<file path="config.mk">
export PLATFORM = sky130hd
export DESIGN_NAME = sim_result_reader
export DESIGN_NICKNAME = d
export VERILOG_FILES = /design/src/rtl/sim_result_reader.sv
export SDC_FILE = /design/constraint.sdc
export NUM_CORES = 1
export LEC_CHECK = 0
export CAP_MARGIN = 40
export CORE_ASPECT_RATIO = 1.25
export CORE_MARGIN = 3
export CORE_UTILIZATION = 41
export CTS_BUF_LIST = sky130_fd_sc_hd__clkbuf_4 sky130_fd_sc_hd__clkbuf_8
export DETAILED_ROUTE_END_ITERATION = 8
export HOLD_SLACK_MARGIN = 0.08
export MAX_ROUTING_LAYER = met4
export PLACE_DENSITY = 0.94
export REMOVE_ABC_BUFFERS = 1
export SLEW_MARGIN = 25
export SYNTH_ARGS = -nofsm -noshare
export SYNTH_HDL_FRONTEND = slang
export SYNTH_SLANG_ARGS = --single-unit
</file>
<file path="constraint.sdc">
create_clock -name clk -period 3.1 [get_ports clk]
set_input_delay 0.93 -clock clk [delete_from_list [all_inputs] [get_ports clk]]
set_output_delay 0.93 -clock clk [all_outputs]
set_load 0.02 [all_outputs]
</file>
<file path="src/rtl/sim_result_reader.sv">
// Snoops DM stores for the end-of-simulation marker, then reads the result words back
// through the DM SRAM port and streams them out. Optional RESULT_CYCLE_EN appends the
// 64-bit cycle count as two extra words.
module sim_result_reader #(
  parameter int unsigned       ADDR_W       = 14,
  parameter logic [ADDR_W-1:0] TEST_START   = 14'h2000,
  parameter logic [ADDR_W-1:0] SIM_END_ADDR = 14'h3fff,
  parameter logic [31:0]       END_CODE     = 32'hFFFF_FFFF,
  parameter int unsigned       MAX_WORDS    = 64
) (
  input  logic              clk,
  input  logic              rst,
  input  logic              snoop_we_i,
  input  logic [ADDR_W-1:0] snoop_addr_i,
  input  logic [31:0]       snoop_wdata_i,
  input  logic [6:0]        cfg_num_i,
  output logic              mem_req_o,
  input  logic              mem_gnt_i,
  output logic              mem_ceb_o,
  output logic [ADDR_W-1:0] mem_addr_o,
  input  logic [31:0]       mem_rdata_i,
  output logic              out_valid_o,
  input  logic              out_ready_i,
  output logic [31:0]       out_data_o,
  output logic              out_last_o,
  output logic              halted_o,
  output logic              done_o
);

  typedef enum logic [2:0] {RUN, REQ, RD, CAP, SEND, CYC_LO, CYC_HI, DONE} state_e;

  localparam logic [6:0] MAX_N = 7'(MAX_WORDS);

  state_e      state_q, state_d;
  logic [6:0]  n_q, n_d;
  logic [6:0]  idx_q, idx_d;
  logic        halted_q, halted_d;
  logic        valid_q, valid_d;
  logic        last_q, last_d;
  logic        done_q, done_d;
  logic [31:0] data_q, data_d;
  logic        halt_hit;
  logic        send_fire;
  logic [6:0]  idx_inc;
`ifdef RESULT_CYCLE_EN
  logic [63:0] cyc_q, cyc_d;
`endif

  assign halt_hit  = snoop_we_i && (snoop_addr_i == SIM_END_ADDR) && (snoop_wdata_i == END_CODE);
  assign send_fire = valid_q && out_ready_i;
  assign idx_inc   = idx_q + 7'd1;

  // NOTE: every signal driven here gets a default first, so no path can infer a latch.
  always_comb begin
    state_d    = state_q;
    n_d        = n_q;
    idx_d      = idx_q;
    halted_d   = halted_q;
    valid_d    = valid_q;
    last_d     = last_q;
    data_d     = data_q;
    done_d     = 1'b0;
    mem_req_o  = 1'b0;
    mem_ceb_o  = 1'b1;
    mem_addr_o = '0;
`ifdef RESULT_CYCLE_EN
    cyc_d      = cyc_q;
`endif
    unique case (state_q)
      RUN: begin
        if (halt_hit) begin
          n_d      = (cfg_num_i > MAX_N) ? MAX_N : cfg_num_i;
          idx_d    = '0;
          halted_d = 1'b1;
          if (n_d == '0) begin
`ifdef RESULT_CYCLE_EN
            state_d = CYC_LO;
            data_d  = cyc_q[31:0];
            valid_d = 1'b1;
            last_d  = 1'b0;
`else
            state_d = DONE;
            done_d  = 1'b1;
`endif
          end else begin
            state_d = REQ;
          end
        end else begin
`ifdef RESULT_CYCLE_EN
          cyc_d = cyc_q + 64'd1;
`endif
        end
      end
      REQ: begin
        mem_req_o = 1'b1;
        if (mem_gnt_i) state_d = RD;
      end
      RD: begin
        mem_req_o  = 1'b1;
        mem_addr_o = TEST_START + ADDR_W'(idx_q);
        if (mem_gnt_i) begin
          mem_ceb_o = 1'b0;
          state_d   = CAP;
        end
      end
      CAP: begin
        mem_req_o = 1'b1;
        data_d    = mem_rdata_i;
        valid_d   = 1'b1;
`ifdef RESULT_CYCLE_EN
        last_d    = 1'b0;
`else
        last_d    = (idx_inc == n_q);
`endif
        state_d   = SEND;
      end
      SEND: begin
        mem_req_o = 1'b1;
        if (send_fire) begin
          idx_d   = idx_inc;
          valid_d = 1'b0;
          last_d  = 1'b0;
          if (idx_inc < n_q) begin
            state_d = RD;
          end else begin
`ifdef RESULT_CYCLE_EN
            state_d = CYC_LO;
            data_d  = cyc_q[31:0];
            valid_d = 1'b1;
`else
            state_d = DONE;
            done_d  = 1'b1;
`endif
          end
        end
      end
`ifdef RESULT_CYCLE_EN
      CYC_LO: begin
        if (send_fire) begin
          data_d  = cyc_q[63:32];
          last_d  = 1'b1;
          state_d = CYC_HI;
        end
      end
      CYC_HI: begin
        if (send_fire) begin
          valid_d = 1'b0;
          last_d  = 1'b0;
          done_d  = 1'b1;
          state_d = DONE;
        end
      end
`endif
      // DONE is terminal until reset; later markers are deliberately ignored.
      default: ;
    endcase
  end

  // NOTE: sequential state uses non-blocking assignments only.
  always_ff @(posedge clk or posedge rst) begin
    if (rst) begin
      state_q  <= RUN;
      n_q      <= '0;
      idx_q    <= '0;
      halted_q <= 1'b0;
      valid_q  <= 1'b0;
      last_q   <= 1'b0;
      done_q   <= 1'b0;
      data_q   <= '0;
`ifdef RESULT_CYCLE_EN
      cyc_q    <= '0;
`endif
    end else begin
      state_q  <= state_d;
      n_q      <= n_d;
      idx_q    <= idx_d;
      halted_q <= halted_d;
      valid_q  <= valid_d;
      last_q   <= last_d;
      done_q   <= done_d;
      data_q   <= data_d;
`ifdef RESULT_CYCLE_EN
      cyc_q    <= cyc_d;
`endif
    end
  end

  assign out_valid_o = valid_q;
  assign out_data_o  = data_q;
  assign out_last_o  = last_q;
  assign halted_o    = halted_q;
  assign done_o      = done_q;

endmodule

</file>
Word-level counts from Yosys, hierarchy flattened
Index checks and enable logic that the tools add are counted.
- add/sub/neg operators: 2
- $lt $le $gt $ge: 2
- equal/unequal tests: 11
- muxes and demuxes: 23
- reduce and logical (&&, ||, !) cells: 13
- operators with widths (kind ; number):
    $eq A32 B32 Y1 const B ; 1
    $mux W7 ; 3
    $mux W3 ; 6
    $pmux W3 S5 ; 1
    $add A14 B7 Y14 const A ; 1
    $eq A14 B14 Y1 const B ; 1
    $mux W14 ; 1
    $pmux W7 S2 ; 1
    $mux W1 ; 8
    $ne A2 B2 Y1 const B ; 4
    $add A7 B1 Y7 const B ; 1
    $eq A7 B7 Y1 ; 1
    $gt A7 B7 Y1 const B ; 1
    $logic_not A7 Y1 ; 1
    $lt A7 B7 Y1 ; 1
    $eq A3 B2 Y1 const B ; 2
    $pmux W1 S2 ; 3
    $reduce_and A5 Y1 ; 1
    $reduce_bool A5 Y1 ; 1
    $reduce_and A2 Y1 ; 2
    $reduce_bool A2 Y1 ; 2
    $reduce_or A4 Y1 ; 1
    $eq A3 B1 Y1 const B ; 1
    $eq A3 B3 Y1 const B ; 1
    3 further kinds ; 5
- flip-flop bits (word level): 53
- bits of input ports: 90
- output and inout bits: 52
- logic and storage cells: 59

Depth between registers and ports, before layout
- word-level depth: 6
- gate-level depth with buffers: 10
- mapped depth without buffers: 10

Worst setup path after synthesis
OpenSTA, ideal clock, no wires.
- path type: reg-to-reg
- start: reg idx_q[0]
- end: reg state_q[2]
- arrival: 2.317 ns
- data required time: 2.978 ns
- setup slack: 0.661 ns
- cell stages (with the launch flop): 11
- path buffers: 0
- clock period less this slack: 2.439 ns
- cells stage by stage: dfrtp_1 -> ha_1 -> nand3_1 -> nor2_1 -> xor2_1 -> ha_1 -> and3_4 -> a221o_1 -> a31oi_2 -> nand2_1 -> a32o_1
- word-level cells in the longest chain between the ends: 5
- ends and longest elaborated chain (what ; RTL line ; text):
    from (decl) ; 36 ; logic [6:0] idx_q, idx_d;
    from (signal assigned) ; 176 ; idx_q <= idx_d;
    $add A7 B1 Y7 ; 51 ; assign idx_inc = idx_q + 7'd1;
    $lt A7 B7 Y1 ; 123 ; if (idx_inc < n_q) begin
    $mux W3 ; 123 ;
    $mux W3 ; 119 ; if (send_fire) begin
    $pmux W3 S5 ; 69 ; unique case (state_q)
    to (signal assigned) ; 174 ; state_q <= state_d;
    to (decl) ; 34 ; state_e state_q, state_d;
No other way between the ends. The select of a mux whose other input is x is not followed.
A chain may end at the register's enable or synchronous reset.

Final worst setup path
- start: in mem_gnt_i
- end: out mem_ceb_o
- word-level cells in the longest chain between the ends: 2
- ends and longest elaborated chain (what ; RTL line ; text):
    from (decl) ; 18 ; input logic mem_gnt_i,
    $mux W1 ; 101 ; if (mem_gnt_i) begin
    $mux W1 ; 69 ;
    to (decl) ; 19 ; output logic mem_ceb_o,
No other way between the ends.

==> out/qor.txt <==
Outcome: completed
Avg Vias per Cell: 5.002
Root buffer cell: clkbuf_8
Slew Limit Fails: 0
Synth Area in XOR/XNOR: 0.01961
Initial drt markers: 168
PortBufs: 135
Die area: 7549 um2
GRT Total Usage: 0.1874
Yosys cell types: 39
Metal-1 WL: 2673 um
I/O pins: 142
CTS Buffer Depth: 2
CTS Buf Count: 5
Total grt overflow: 0
Minimum hold slack: 0.4719 ns
FF-to-FF path depth: 10
Fin. Hold Viols: 0
Hold Crit Start: halted_o
Post-route ant nets: 0
Die Y: 96.40 um
Hold depth: 1
Layout area overhead: 58.31%
Met3 wire len: 390 um
Sequential-to-total area share from yosys stat: 0.4949
Mux contribution to synthesized area: 0.1387
Detailed Route WL: 6957 um
FF-to-FF Start: idx_q[0]
Fmax: 0.3331 GHz
Worst skew pair latency: 0.30 ns
Final setup viols: 0
Post-Synthesis Cells: 245
Required time worst endpoint: 2.17 ns
Synthesized flop and latch total: 53
Syn Area/Cell: 10.94 um2
Pwr Density: 804.2 nW/um2
Crit start category: input pin
Period utilization: 0.9684
DRC Markers: 0
Antenna diodes: 0
Post-layout net count: 477
Fill cells: 476
FP Rows: 32
Adder-cell share of the synthesized area: 0.03735
Overall power: 3412 uW
Post-Syn Area: 2680 um2
Compound-Gate Fraction of Synth Area: 0.06303
Routed len/inst: 14.96 um
RSZ-0062 raised after global routing: no
Worst EP arrival: 2.07 ns
Worst Tran Pin Value: 0.5750 ns
H-tree depth: 2
Main combinational cell family by area after synthesis: simple AND/OR/NAND/NOR gates
Antenna violations before repair: 0
Via count: 2326
Ys async rst share: 1.000
Share of layout cells above drive strength 1: 0.1500
Core area: 6246 um2
Worst Setup Path Type: in -> out
Crit end category: output port
Critical path fanouts, max: 3
Max VDD drop: 729.4 uV
RR Endpoint: state_q[2]
YS warnings: 0
Util after Layout: 0.6793
Min-delay worst type: reg -> reg
TritonCTS clock tree: built
DR WL met2: 3829 um
Sum Neg Setup Slack: 0 ns
Worst Skew: 0.01028 ns
EDFF count, synth: 0
Lkg Pwr: 0.001740 uW
Die width: 78.32 um
Simple-gate portion of the synthesized area: 0.1933
Clock net sink count: 53
First-pass GRT wire length: 11010 um
Worst Hold End: halted_o
R2R Setup Slk: 0.37 ns
Clock transition at path regs: 0.09 ns
Vias in the first global route: 2407
Post-DP HPWL: 5581 um
Slew margin rel.: 0.6161
TritonRoute pass-1 iters: 4
Ys flop type: dfrtp_1
Min Tclk post-route: 3.002 ns
Initial core utilization: 0.4291
Largest net degree at the start of global routing: 28
MaxCap Viol Count: 0
Routability Congestion: 0.8544
Top layer in use: met4
[cell type report]
cell class / instances / area (um2) / area share
flip-flops and latches: 53 / 1326 / 0.3126
repair buffers: 141 / 1416 / 0.3338
clock inverters: 2 / 37.54 / 0.008847
multi-input cells: 169 / 1240 / 0.2922
inverters: 9 / 33.78 / 0.007962
well taps: 85 / 106.4 / 0.02507
clock buffers: 6 / 82.58 / 0.01946
[placed cells by master, fill, tap and decap left out, types with 2 or more instances in the layout]
cell type and n:
a21oi_1 4, ha_1 8, inv_1 8, nand2b_1 9, clkbuf_8 6, clkdlybuf4s50_1 135
mux2_2 33, nand3_1 16, xnor2_1 3, o21ai_0 2, nand4_1 18, nand2_1 21
nor4_2 3, nor2_1 7, conb_1 6, and2_1 9, o21ai_1 8, buf_4 5
xor2_1 3, dfrtp_1 53
[registers in the layout, indices dropped and copies added (netlist names)]
name,count
state_q,3
n_q,7
out_valid_o,1
halted_o,1
idx_q,7
out_data_o,32
out_last_o,1
done_o,1
[report_power, final]
part | switching, uW | total (uW) | leakage [uW] | internal, uW
combinational | 809 | 1760 | 0.00104 | 950
clock | 226 | 489 | 0.0000574 | 263
sequential | 198 | 1170 | 0.000643 | 967
[synth_stat cells (2+ instances only)]
master / instances / share of area
nor2_1: 7 / 0.0098
clkbuf_1: 4 / 0.0056
xor2_1: 3 / 0.0098
mux2_2: 33 / 0.14
o21ai_1: 8 / 0.015
buf_4: 6 / 0.017
nand2b_1: 9 / 0.021
buf_2: 9 / 0.017
a21oi_1: 4 / 0.0075
xnor2_1: 3 / 0.0098
nand3_1: 16 / 0.030
ha_1: 8 / 0.037
o21ai_0: 2 / 0.0037
nand4_1: 18 / 0.042
nor4_2: 3 / 0.014
dfrtp_1: 53 / 0.49
and2_1: 9 / 0.021
inv_1: 9 / 0.013
nand2_1: 21 / 0.029
[worst max-delay path, stage by stage]
cell	delay, ns
clkdlybuf4s50_1	0.45
nand2_1	0.09
clkdlybuf4s50_1	0.60
[routing by layer]
metal,GRT usage,up-vias
li1,-,1120
met1,0.2088,1102
met2,0.3507,96
met3,0.03432,8
met4,0.04227,0
met5,-,-
[how the worst max path moves through the flow]
stage | startpoint | endpoint | depth (start not counted)
after detailed placement | mem_gnt_i | mem_ceb_o | 3
after global routing | state_q[1] | mem_addr_o[3] | 3
after CTS | state_q[1] | mem_addr_o[3] | 3
after floorplan | idx_q[0] | state_q[2] | 10
after global placement | mem_gnt_i | mem_ceb_o | 3
final | mem_gnt_i | mem_ceb_o | 3
[metrics by stage]
stage          std cells  area, um2  setup slack [ns]
2_1_floorplan        231       2594            0.6458
3_3_place_gp         456       4089            0.1344
3_5_place_dp         457       4116           0.09300
4_1_cts              465       4237           0.06230
5_1_grt              465       4243           0.02437
6_report             465       4243           0.09796
[kinds of logic (layout without fill, tap and decap cells)]
family | after synthesis | after routing
adders and majority gates | 8 | 8
DFF | 53 | 53
muxes | 33 | 33
AOI/OAI and AO/OA | 25 | 25
buffers and inverters | 28 | 158
and+or+nand+nor | 91 | 91
xor gates and xnor gates | 6 | 6
other | 1 | 6
[repair_timing]
item | 4_1_cts | 5_1_grt
gates resized for setup | 0 | 1
hold buffers | 0 | 0
setup endpoints to repair | 0 | 7
buffers inserted | 0 | 0
Note: power is estimated with default switching activity, not from simulation.
